==> src/rtl/mem_port_arbiter.sv <==
// mem_port_arbiter: unified memory arbiter for IF fetch and MEM load/store with timeout abort.
// Define MEM_ARB_STARVE_GUARD_EN to force a fetch grant after STARVE_MAX consecutive data wins.
module mem_port_arbiter #(
    parameter int AW         = 32,
    parameter int DW         = 32,
    parameter int TIMEOUT    = 15,
    parameter int STARVE_MAX = 4
) (
    input  logic          clk1,
    input  logic          rst_n,
    input  logic          halted,
    input  logic          if_req,
    input  logic [AW-1:0] if_addr,
    output logic          if_gnt,
    output logic          if_valid,
    output logic [DW-1:0] if_rdata,
    output logic          if_stall,
    input  logic          dm_req,
    input  logic          dm_we,
    input  logic [AW-1:0] dm_addr,
    input  logic [DW-1:0] dm_wdata,
    output logic          dm_gnt,
    output logic          dm_valid,
    output logic [DW-1:0] dm_rdata,
    output logic          dm_stall,
    output logic          mem_req,
    output logic          mem_we,
    output logic [AW-1:0] mem_addr,
    output logic [DW-1:0] mem_wdata,
    input  logic [DW-1:0] mem_rdata,
    input  logic          mem_ack,
    output logic          err
);
    localparam int TW = $clog2(TIMEOUT + 1);
    typedef enum logic {IDLE, BUSY} state_t;
    state_t        r_state;
    logic          r_owner_dm;
    logic [TW-1:0] r_tcnt;
    logic          w_idle;
    logic          w_force;
    logic          w_if_win;
    logic          w_dm_win;
    assign w_idle   = r_state == IDLE;
    assign w_if_win = w_idle & if_req & ~halted & (~dm_req | w_force);
    assign w_dm_win = w_idle & dm_req & ~w_if_win;
    assign if_gnt   = w_if_win;
    assign dm_gnt   = w_dm_win;
    assign if_stall = if_req & ~w_if_win & ~halted;
    assign dm_stall = dm_req & ~w_dm_win;
`ifdef MEM_ARB_STARVE_GUARD_EN
    localparam int SW = $clog2(STARVE_MAX + 1);
    logic [SW-1:0] r_starve;
    assign w_force = r_starve == SW'(STARVE_MAX);
    // Only data wins taken while a live fetch waits count toward starvation
    always_ff @(posedge clk1 or negedge rst_n) begin
        if (!rst_n) r_starve <= '0;
        else if (!if_req || halted || w_if_win) r_starve <= '0;
        else if (w_dm_win) r_starve <= r_starve + 1'b1;
    end
`else
    assign w_force = STARVE_MAX < 0;
`endif
    always_ff @(posedge clk1 or negedge rst_n) begin
        if (!rst_n) begin
            r_state    <= IDLE;
            r_owner_dm <= 1'b0;
            r_tcnt     <= '0;
            mem_req    <= 1'b0;
            mem_we     <= 1'b0;
            mem_addr   <= '0;
            mem_wdata  <= '0;
            if_valid   <= 1'b0;
            if_rdata   <= '0;
            dm_valid   <= 1'b0;
            dm_rdata   <= '0;
            err        <= 1'b0;
        end else begin
            if_valid <= 1'b0;
            dm_valid <= 1'b0;
            err      <= 1'b0;
            if (w_idle) begin
                r_tcnt <= '0;
                if (w_if_win || w_dm_win) begin
                    r_state    <= BUSY;
                    r_owner_dm <= w_dm_win;
                    mem_req    <= 1'b1;
                    mem_we     <= w_dm_win & dm_we;
                    mem_addr   <= w_dm_win ? dm_addr : if_addr;
                    mem_wdata  <= w_dm_win ? dm_wdata : '0;
                end
            end else if (mem_ack) begin
                r_state <= IDLE;
                mem_req <= 1'b0;
                if (r_owner_dm) begin
                    dm_valid <= 1'b1;
                    dm_rdata <= mem_we ? '0 : mem_rdata;
                end else begin
                    if_valid <= 1'b1;
                    if_rdata <= mem_rdata;
                end
            end else if (r_tcnt == TW'(TIMEOUT - 1)) begin
                // TIMEOUT ack-less BUSY cycles: abandon the access without retry
                r_state <= IDLE;
                mem_req <= 1'b0;
                err     <= 1'b1;
            end else begin
                r_tcnt <= r_tcnt + 1'b1;
            end
        end
    end
endmodule

==> config.mk <==
export PLATFORM = sky130hd
export DESIGN_NAME = mem_port_arbiter
export DESIGN_NICKNAME = d
export VERILOG_FILES = /design/src/rtl/mem_port_arbiter.sv
export SDC_FILE = /design/constraint.sdc
export NUM_CORES = 1
export LEC_CHECK = 0
export BUFFER_PORTS_ARGS = -buffer_cell sky130_fd_sc_hd__buf_2
export CAP_MARGIN = 5
export CELL_PAD_IN_SITES_DETAIL_PLACEMENT = 1
export CELL_PAD_IN_SITES_GLOBAL_PLACEMENT = 1
export CORE_UTILIZATION = 32
export DETAILED_ROUTE_END_ITERATION = 8
export PLACE_DENSITY = 0.72
export SLEW_MARGIN = 20
export SYNTH_ARGS = -nofsm -noshare
export SYNTH_HDL_FRONTEND = slang
export SYNTH_SLANG_ARGS = --single-unit
export TNS_END_PERCENT = 5
==> constraint.sdc <==
create_clock -name clk1 -period 1.4 [get_ports clk1]
set_input_delay 0.21 -clock clk1 [delete_from_list [all_inputs] [get_ports clk1]]
set_output_delay 0.21 -clock clk1 [all_outputs]
set_load 0.01 [all_outputs]
==> implementation parameters <==
Parameter                              Value

Synth
  Number of flops mapped to enable cells by yosys ... 0
  Synthesized instance count ... 428
  Average footprint of a synthesized cell ... 13.70 sq um
  Main area contributors after synthesis ... sky130_fd_sc_hd__dfrtp_1 (59%), sky130_fd_sc_hd__mux2_2 (12%), sky130_fd_sc_hd__mux2_4 (8.2%)
  Cell with the most instances after synthesis ... sky130_fd_sc_hd__dfrtp_1
  Post-synthesis net count ... between 500 and 600
  Distinct cells, synth ... 28
  Cell area after technology mapping ... 5863 sq um
  Cell types with the highest counts after synthesis ... sky130_fd_sc_hd__dfrtp_1 (139), sky130_fd_sc_hd__mux2_2 (64), sky130_fd_sc_hd__nand2_1 (37)
  Sequential-to-total area share from yosys stat ... 59.33%
  Ys flop type ... sky130_fd_sc_hd__dfrtp_1
  Cell taking the most area after synthesis ... sky130_fd_sc_hd__dfrtp_1
  Register bit count reported by yosys ... 139
  Proportion of register bits with asynchronous set or reset after synthesis ... 100.0%
  Proportion of netlist area held by the largest area contributor ... 59.33%
  Synth Warn # ... 0

Cells and area
  Ant diodes ... 0
  Filler Cell Count ... slightly below 2000
  Area taken by multi-input logic gates ... 2251 sq um
  Count of nets after finishing ... 862
  Reg area ... ~3500 sq um
  Post-route cell area ... 8513 sq um
  Share of post-route cells with drive strength above 1 ... 58.81%
  Area added between synthesis and finish ... 45.20%

Power and ir drop
  Max IR drop VDD ... 793.3 uV
  Relative contribution of combinational cells to total power ... 33.4%
  Overall power of the completed layout ... around 17 mW
  P_leak ... approximately 4.4 nW
  Clock share of power ... roughly 29%
  Internal power consumption ... 11.22 mW
  Relative contribution of sequential cells to total power ... 38.0%
  Switching Fraction ... 32.32%
  Power density over the cells ... 1948 nW/um^2
  Power dissipated by switching net loads ... 5.359 mW

Timing
  Tightest Pin Transition ... 0.3198 ns
  RSZ-0062 raised after global routing ... yes
  Number of endpoints with negative hold slack in the final report ... 0
  Final worst-path cycle share ... 112.4%
  Final sum of negative setup slack ... -6.953 ns
  Fmax ... ~640 MHz
  Minimum clock period ... 1.574 ns
  Max_slew headroom ... between 70% and 80%
  Worst Clk Skew ... 0.008632 ns
  Slew Limit Fails ... 0
  Final number of setup-violating endpoints ... 87
  Slack of the critical path ... -0.1738 ns

Clocking
  Source-to-sink clock delay at the later pin of the worst-skew pair ... 0.42 ns
  Clk buf depth ... 2
  TritonCTS Sinks ... 139
  Clock tree from TritonCTS ... yes
  Root buf cell ... sky130_fd_sc_hd__clkbuf_16
  # H-tree levels ... 4
  Total clock buffers created by CTS ... 17
  Register clock-pin slew on the reported worst setup and hold paths ... 0.06 ns

Setup path
  Highest net fanout along the worst path ... 8
  Crit. End Element ... register
  Required time worst endpoint ... around 1.7 ns
  CP delay by family, top ... multiplexers
  Register-to-Register Path Depth ... 5
  Startpoint Class ... register
  Worst endpoint data arrival time ... 1.88 ns
  Worst setup path category ... register to register
  Buf+Inv Stages, Crit Path ... 2
  Cell Chain, Critical Path ... nor2b_4, buf_12, clkbuf_16, mux2_4, mux2_2
  Biggest cell delay along the critical path ... 0.41 ns
  Worst reg2reg path startpoint ... r_state
  CP max stage cell ... sky130_fd_sc_hd__dfrtp_1
  Worst reg-to-reg setup slack ... -0.17 ns
  Reg2Reg Capture Point ... mem_addr[26]

Placed design
  Final weighted congestion in routability-driven placement ... 0.7435
  Cell area after placement ... 7609 sq um
  DP HPWL ... 12710 um
  # port buffers ... 271

Detailed routing
  Vias ... 4532
  Antenna Nets Post-Route ... 0
  Number of violations reported at the end of detailed-routing iteration 0 ... 111
  Routed wire length ... 17580 um
  First-pass DRT Iterations ... 4
  Post-detailed-route DRC marker count ... 0
  Wire length per cell ... around 18 um
  Routed vias/inst ... 4.687

GRT
  Antenna violations before repair ... 0
  Number of global-route vias before repair ... around 5000
  Global-route wire length before repair ... between 20000 and 30000 um
  Total track usage ... a little under a fifth
  Pin count of the biggest net entering global routing ... 66
  Sum of overflow across all layers after global routing ... 0

Floorplan
  Floorplan die width ... around 140 um
  Die H ... 137.4 um
  Starting density of the core ... 32.64%
  Core area ... 17960 sq um
  I/O Pins ... 272
  Placement row count ... 49
  DIE AREA ... around 19000 sq um

Hold path
  Hold endpoint ... mem_wdata[16]
  Min-delay worst type ... primary input to register
  Worst hold path cell count ... 2
  Startpoint of the worst hold path ... dm_wdata[16]

Run status
  Status ... finished, violations left
  Violations in the final reports ... negative setup slack

Flow run
  Max-cap check violation count ... 0
## sequential cells by signal (all words and copies together) (netlist names), 4 cells and up
signal,count
r_tcnt,4
mem_addr,32
mem_wdata,32
if_rdata,32
dm_rdata,32
## routing by layer
layer  GRT usage [%]  wire, um  vias up  part of all wire, %
li1                -         -     2091                    -
met1           21.08      6763     2223                   38
met2           33.19      9126      198                   52
met3           6.255      1304       20                  7.4
met4           8.059       381        0                  2.2
met5               0         0        -                    0
## final cells by class
type,count,share of cell area (%)
sequential,139,40.86
inverter,5,0.2205
timing repair buffer,306,21.80
clock inverter,14,2.160
multi-input combinational,256,26.44
tap,229,3.366
clock buffer,18,5.159
## worst register-to-register path, stage by stage, from the launching register on
cell,delay [ns]
sky130_fd_sc_hd__dfrtp_1,0.41
sky130_fd_sc_hd__nor2b_4,0.16
sky130_fd_sc_hd__buf_12,0.15
sky130_fd_sc_hd__clkbuf_16,0.18
sky130_fd_sc_hd__mux2_4,0.30
sky130_fd_sc_hd__mux2_2,0.26
## how the worst max path moves through the flow
stage	startpoint	to	slack, ns	cells past startpoint
4_1_cts	r_state	mem_addr[29]	-0.19	5
2_1_floorplan	r_state	mem_addr[10]	-0.16	5
6_report	r_state	mem_addr[26]	-0.17	5
3_3_place_gp	r_state	mem_addr[30]	-0.12	4
3_5_place_dp	r_state	mem_addr[29]	-0.18	4
5_1_grt	r_state	if_stall	-0.21	4
## cells by family (layout without fill, tap and decap cells)
kind of cell / count (synthesis) / count (layout) / synth area share, %
flops: 139 / 139 / 59.33
mux: 96 / 96 / 20.49
simple gates: 84 / 84 / 7.576
compound gates: 73 / 73 / 8.493
buf+inv: 33 / 343 / 3.542
fa+ha+maj: 2 / 2 / 0.4267
xor+xnor: 1 / 1 / 0.1494
## per-stage QoR
stage / worst slack (ns) / utilization [%] / cells / hold WS (ns)
2_1_floorplan: -0.1563 / - / 428 / -0.08559
3_3_place_gp: -0.1162 / 42.36 / 923 / 0.08013
3_5_place_dp: -0.1815 / 42.36 / 923 / 0.08404
4_1_cts: -0.1899 / 46.88 / 965 / 0.0003124
5_1_grt: -0.2080 / 47.39 / 967 / 0.003582
6_report: -0.1738 / 47.39 / 967 / 0.02183
## placed cells by master (no fill, tap or decap), types with 2 or more instances in the layout
cell	instances
sky130_fd_sc_hd__inv_1	4
sky130_fd_sc_hd__clkbuf_16	19
sky130_fd_sc_hd__clkinv_4	4
sky130_fd_sc_hd__dfrtp_1	139
sky130_fd_sc_hd__buf_2	269
sky130_fd_sc_hd__nor2b_1	2
sky130_fd_sc_hd__nand2_1	37
sky130_fd_sc_hd__a22o_1	33
sky130_fd_sc_hd__o21ai_0	12
sky130_fd_sc_hd__o21ai_1	24
sky130_fd_sc_hd__nand2b_1	34
sky130_fd_sc_hd__buf_6	7
sky130_fd_sc_hd__dlygate4sd3_1	7
sky130_fd_sc_hd__mux2_2	53
sky130_fd_sc_hd__mux2_4	43
sky130_fd_sc_hd__bufinv_16	3
sky130_fd_sc_hd__a31oi_1	2
sky130_fd_sc_hd__nor2_1	2
sky130_fd_sc_hd__buf_16	2
sky130_fd_sc_hd__buf_12	9
sky130_fd_sc_hd__inv_6	4
sky130_fd_sc_hd__buf_4	10
sky130_fd_sc_hd__ha_1	2
## power groups by stage
stage	Combinational [mW]	Clock (mW)	Sequential, mW
6_report	5.53	4.74	6.31
5_1_grt	6.06	5.07	6.52
4_1_cts	5.50	4.85	6.32
3_5_place_dp	5.29	0	6.35
3_3_place_gp	5.08	0	6.26
2_1_floorplan	2.02	0	7.00
## repair_timing
item	4_1_cts	5_1_grt
endpoints found under the setup margin	64	126
hold endpoints to repair	121	0
gates cloned	1	2
resized for setup	37	13
setup buffers	2	0
hold buffers	7	0
pin swaps	1	1
Power figures use the tool's default switching activity.
